[config.mk]
export PLATFORM = sky130hd
export DESIGN_NAME = ps2_host_tx
export DESIGN_NICKNAME = d
export VERILOG_FILES = /design/src/rtl/ps2_host_tx.sv
export SDC_FILE = /design/constraint.sdc
export NUM_CORES = 1
export LEC_CHECK = 0
export ABC_AREA = 1
export BUFFER_PORTS_ARGS = -buffer_cell sky130_fd_sc_hd__buf_2
export CORE_MARGIN = 2
export CORE_UTILIZATION = 61
export CTS_CLUSTER_SIZE = 20
export DETAILED_ROUTE_END_ITERATION = 10
export HOLD_SLACK_MARGIN = 0.05
export PLACE_DENSITY = 0.77
export SLEW_MARGIN = 0
export SYNTH_ARGS = -nofsm -noshare
export SYNTH_HDL_FRONTEND = slang
export SYNTH_SLANG_ARGS = --single-unit
export TNS_END_PERCENT = 20
[constraint.sdc]
create_clock -name clock -period 2.25 [get_ports clock]
set_clock_uncertainty 0.05 [all_clocks]
set_input_delay 0.675 -clock clock [delete_from_list [all_inputs] [get_ports clock]]
set_output_delay 0.675 -clock clock [all_outputs]
set_load 0.02 [all_outputs]
[src/rtl/ps2_host_tx.sv]
// Host-to-device PS/2 transmitter: inhibits the bus, sends start/8 data/odd parity/stop
// on device-generated clock edges, then checks the device acknowledge.
module ps2_host_tx #(
    parameter int INHIBIT_TICKS = 800,
    parameter int TIMEOUT_TICKS = 120000
) (
    input  logic       clock,
    input  logic       reset,
    input  logic       ce,
    input  logic [1:0] ps2,
    input  logic       start,
    input  logic [7:0] data,
    output logic       clk_oe,
    output logic       dat_oe,
    output logic       busy,
    output logic       done,
    output logic       error
);

    localparam int MAX_TICKS = (INHIBIT_TICKS > TIMEOUT_TICKS) ? INHIBIT_TICKS : TIMEOUT_TICKS;
    localparam int CW = $clog2(MAX_TICKS + 1);
    localparam logic [CW-1:0] INHIBIT_LAST = CW'(INHIBIT_TICKS - 1);
    localparam logic [CW-1:0] TIMEOUT_LAST = CW'(TIMEOUT_TICKS - 1);

    typedef enum logic [2:0] {
        IDLE,
        INHIBIT,
        START_BIT,
        SEND,
        RELEASE
    } state_t;

    state_t        state_reg, state_next;
    logic [7:0]    filt_sr_reg;
    logic          filt_clk_reg;
    logic [CW-1:0] cnt_reg, cnt_next;
    logic [3:0]    edge_reg, edge_next;
    logic [8:0]    shift_reg, shift_next;
    logic          bit_reg, bit_next;
    logic          done_reg, done_next;
    logic          error_reg, error_next;
    logic          fall;

    // Clock deglitcher: the filtered level only changes after 8 identical samples.
    always_ff @(posedge clock or posedge reset) begin
        if (reset) begin
            filt_sr_reg  <= 8'hFF;
            filt_clk_reg <= 1'b1;
        end else if (ce) begin
            filt_sr_reg <= {filt_sr_reg[6:0], ps2[0]};
            if (filt_sr_reg == 8'hFF) begin
                filt_clk_reg <= 1'b1;
            end else if (filt_sr_reg == 8'h00) begin
                filt_clk_reg <= 1'b0;
            end
        end
    end

    assign fall = ce & filt_clk_reg & (filt_sr_reg == 8'h00);

    always_ff @(posedge clock or posedge reset) begin
        if (reset) begin
            state_reg <= IDLE;
            cnt_reg   <= '0;
            edge_reg  <= '0;
            shift_reg <= '0;
            bit_reg   <= 1'b0;
            done_reg  <= 1'b0;
            error_reg <= 1'b0;
        end else begin
            state_reg <= state_next;
            cnt_reg   <= cnt_next;
            edge_reg  <= edge_next;
            shift_reg <= shift_next;
            bit_reg   <= bit_next;
            done_reg  <= done_next;
            error_reg <= error_next;
        end
    end

    always_comb begin
        state_next = state_reg;
        cnt_next   = cnt_reg;
        edge_next  = edge_reg;
        shift_next = shift_reg;
        bit_next   = bit_reg;
        done_next  = 1'b0;
        error_next = 1'b0;
        case (state_reg)
            IDLE: begin
                if (start) begin
                    state_next = INHIBIT;
                    cnt_next   = '0;
                    shift_next = {~^data, data};
                    bit_next   = 1'b1;
                end
            end
            INHIBIT: begin
                if (ce) begin
                    if (cnt_reg == INHIBIT_LAST) begin
                        state_next = START_BIT;
                    end else begin
                        cnt_next = cnt_reg + CW'(1);
                    end
                end
            end
            START_BIT: begin
                if (ce) begin
                    state_next = SEND;
                    cnt_next   = '0;
                    edge_next  = '0;
                end
            end
            SEND: begin
                if (fall) begin
                    cnt_next  = '0;
                    edge_next = edge_reg + 4'd1;
                    if (edge_reg == 4'd10) begin
                        if (ps2[1]) begin
                            state_next = IDLE;
                            error_next = 1'b1;
                        end else begin
                            state_next = RELEASE;
                        end
                    end else begin
                        // Ones shifted in behind the parity bit become the released stop bit.
                        bit_next   = ~shift_reg[0];
                        shift_next = {1'b1, shift_reg[8:1]};
                    end
                end else if (ce) begin
                    if (cnt_reg == TIMEOUT_LAST) begin
                        state_next = IDLE;
                        error_next = 1'b1;
                    end else begin
                        cnt_next = cnt_reg + CW'(1);
                    end
                end
            end
            RELEASE: begin
                if (ce && filt_clk_reg && ps2[1]) begin
                    state_next = IDLE;
                    done_next  = 1'b1;
                end else if (fall) begin
                    cnt_next = '0;
                end else if (ce) begin
                    if (cnt_reg == TIMEOUT_LAST) begin
                        state_next = IDLE;
                        error_next = 1'b1;
                    end else begin
                        cnt_next = cnt_reg + CW'(1);
                    end
                end
            end
            default: begin
                state_next = IDLE;
            end
        endcase
    end

    assign clk_oe = (state_reg == INHIBIT) || (state_reg == START_BIT);
    assign dat_oe = (state_reg == START_BIT) || ((state_reg == SEND) && bit_reg);
    assign busy   = (state_reg != IDLE);
    assign done   = done_reg;
    assign error  = error_reg;

endmodule

==> flow_metrics.py <==
metrics = {
    "pwr": {
        "switching_share_pct": 44.1,
        "pwr-share-comb_pct": 43.9,
        "vdd_drop_max_mv": 0.659,
        "p_clk_share_pct": 16.9,
        "power_density_nw_per_um2": 871,
        "power.total_w": 0.00286,
        "switching_power_w": 0.00126,
        "p_int_w": 0.00160,
        "leakagePower_nw": 1.77,
        "seqPwrFrac_pct": 39.2,
    },
    "synth": {
        "syn_inst": 456,
        "syn-num-nets": 473,
        "yosys.area.top_type": "dfrtp_1",
        "yosysWarnings": 0,
        "ys_types": 32,
        "syn_area_um2": 3020,
        "avgSynthCellArea_um2": 6.62,
        "yosysSeqAreaShare_pct": 37.7,
        "ys_ff_latch": 45,
        "synth_area_leaders": "dfrtp_1 (30%), nand2_1 (22%), dfstp_2 (7.8%)",
        "synth_edf_count": 0,
        "synth_top_flop_cell": "dfrtp_1",
        "synth_top_area_share_pct": 29.9,
        "synth-async-reset-ratio_pct": 100,
    },
    "final_layout": {
        "layout-drive-gt1-share_pct": 14.0,
        "layout.nets": 496,
        "nFillCells": 437,
        "ff_latch_area_um2": 1140,
        "diodes": 0,
        "multi_input_area_um2": 1600,
        "fin_cells": 547,
        "largest_reg_flops": 17,
        "area_delta_synth_final_pct": 8.96,
    },
    "global_routing": {
        "grt.total_usage_pct": 26.7,
        "grt_pass1_wl_um": 11500,
        "use_met1_pct": 35.0,
        "met2_usage_pct": 45.2,
        "top_usage_layer": "met2",
        "grt_pass1_vias": 2664,
        "antenna_found_initial": 0,
        "grt_max_degree": 46,
        "grt_use_met3_pct": 4.34,
        "grt_overflow": 0,
    },
    "timing": {
        "worst_slew_pin_slew_ps": 513,
        "setup_viol": 0,
        "relSlewSlack_pct": 65.5,
        "grt_setup_unrepaired": "false",
        "max_freq_ghz": 0.468,
        "period_minus_slack_ps": 2140,
        "hold_violations": 0,
        "fin_crit_sh_pct": 95.0,
        "tns_ps": 0,
        "slew_violations": 0,
    },
    "clocking": {
        "h-tree-depth": 2,
        "clk_path_buf_depth": 2,
        "cts_tree": "done",
        "clk_pin_slew_ps": 90,
        "clock-sinks": 45,
        "worstSkewPairLatency_ps": 300,
        "hold_buffers": 0,
        "numCtsBuffers": 5,
        "root_buffer": "clkbuf_8",
    },
    "worst_setup_path": {
        "critPathTopFamily": "flip-flops",
        "slowest_delay_ps": 420,
        "crit_path_max_fanout": 9,
        "crit_path_start_kind": "register",
        "crit_chain": "nand2_1 > nor2_2 > inv_2 > o21ai_0 > buf_2",
        "worstPathRequired_ps": 1520,
        "crit_buf_inv": 2,
        "criticalPathCategory": "reg2out",
        "arrival_ps": 1410,
        "critPathSlowestCell": "dfrtp_1",
        "cp-end-kind": "primary output",
    },
    "drt": {
        "via_count": 2914,
        "detail-route-antenna-nets": 0,
        "via_per_inst": 5.33,
        "first_pass_iters": 5,
        "drt-initial-drc-count": 231,
        "avgRoutedWirePerCell_um": 12.0,
        "drt_wl_total_um": 6540,
        "drc_errors": 0,
    },
    "placed_design": {
        "dpl.hpwl_um": 4740,
        "port_buffers": 18,
        "place.gp.congestion": 0.866,
        "place_inst": 538,
    },
    "floorplanning": {
        "start_util_pct": 63.4,
        "die_area_um2": 5520,
        "die_w_um": 74.3,
        "die_height_um": 74.3,
        "coreArea_um2": 4750,
        "pin_count": 19,
        "rows": 25,
    },
    "outcome": {
        "status": "completed",
    },
    "job": {
        "cap_violations": 0,
    },
    "hold_path": {
        "hp-class": "in2async",
    },
}
[tightest hold or removal path, stage by stage]
cell and delay [ps]:
buf_2 100, inv_2 60, buf_12 230
[power groups by stage]
stage | logic [W] | registers [W] | clock network [W]
4_1_cts | 0.00124 | 0.00112 | 0.000502
5_1_grt | 0.00144 | 0.00114 | 0.000531
3_3_place_gp | 0.00120 | 0.00113 | 0
6_report | 0.00126 | 0.00112 | 0.000484
3_5_place_dp | 0.00124 | 0.00113 | 0
2_1_floorplan | 0.000998 | 0.00110 | 0
[cells by family after synthesis]
family | Yosys count | synth area share [%]
flip-flops | 45 | 37.7
buffers and inverters | 68 | 9.33
XOR/XNOR | 10 | 2.90
adder cells (fa/ha/maj) | 3 | 1.24
AO/OA/AOI/OAI | 38 | 7.30
AND/OR/NAND/NOR | 292 | 41.5
[cell usage after synthesis (2+ instances only)]
| library cell | count |
|---|---|
| a21oi_1 | 6 |
| buf_2 | 3 |
| buf_4 | 2 |
| buf_6 | 2 |
| clkbuf_1 | 4 |
| dfrtp_1 | 36 |
| dfstp_2 | 9 |
| ha_1 | 3 |
| inv_1 | 49 |
| inv_2 | 7 |
| nand2_1 | 179 |
| nand2_2 | 5 |
| nand3_1 | 37 |
| nand4_1 | 22 |
| nor2_1 | 37 |
| nor2_2 | 4 |
| nor3_1 | 2 |
| o211ai_1 | 5 |
| o21ai_0 | 17 |
| o21ai_1 | 2 |
| o22ai_1 | 3 |
| o31ai_1 | 3 |
| or2_2 | 2 |
| xnor2_1 | 5 |
| xor2_1 | 5 |
[through the flow]
stage	hold WS (ps)	setup WS, ps	utilization [%]	instance area [um^2]
finish	328	112	69.1	3290
global placement	417	277	67.2	3200
global route	371	7.48	69.1	3290
CTS	344	62.5	68.9	3280
floorplan	400	308	-	3020
detailed placement	421	237	67.2	3200
[what timing repair did]
action / in CTS / in global routing
setup buffers: 0 / 1
endpoints found under the setup margin: 0 / 1
gates resized for setup: 0 / 1
[cells in the final DEF, fill, tap and decap left out, types with 4 or more instances in the layout]
cell and n:
buf_4 8, o211ai_1 5, nand4_1 22, xnor2_1 5, nand2_2 5, nand2_1 179, o21ai_0 17, clkbuf_8 5
dfrtp_1 35, nand3_1 37, nor2_2 4, xor2_1 5, inv_1 48, buf_2 18, a21oi_1 6, inv_2 8
nor2_1 37, dfstp_2 9
[layer usage]
metal,vias to the layer above,wire [um],part of all wire (%)
met2,72,3180,49
met3,9,285,4.4
met4,0,95,1.5
li1,1497,-,-
met1,1336,2980,46
met5,-,0,0
[worst paths after layout]
kind / startpoint / end / slack (ps) / cells past startpoint
worst max-delay path: state_reg[0] / dat_oe / 110 / 5
worst min-delay path: reset / cnt_reg[3] / 330 / 3
worst max register to register: cnt_reg[0] / cnt_reg[0] / 270 / 8
worst min register to register: filt_sr_reg[5] / filt_sr_reg[5] / 430 / 2
max in group asynchronous: reset / filt_clk_reg / 1520 / 3
min in group clock: filt_sr_reg[5] / filt_sr_reg[5] / 430 / 2
[area by class of cell]
| class | instances | share of cell area [%] |
|---|---|---|
| multi-input combinational | 343 | 48.6 |
| clock buffer | 6 | 2.21 |
| timing repair buffer | 27 | 5.18 |
| inverter | 57 | 6.51 |
| tap | 67 | 2.55 |
| sequential | 45 | 34.6 |
| clock inverter | 2 | 0.305 |
Power figures use the tool's default switching activity.
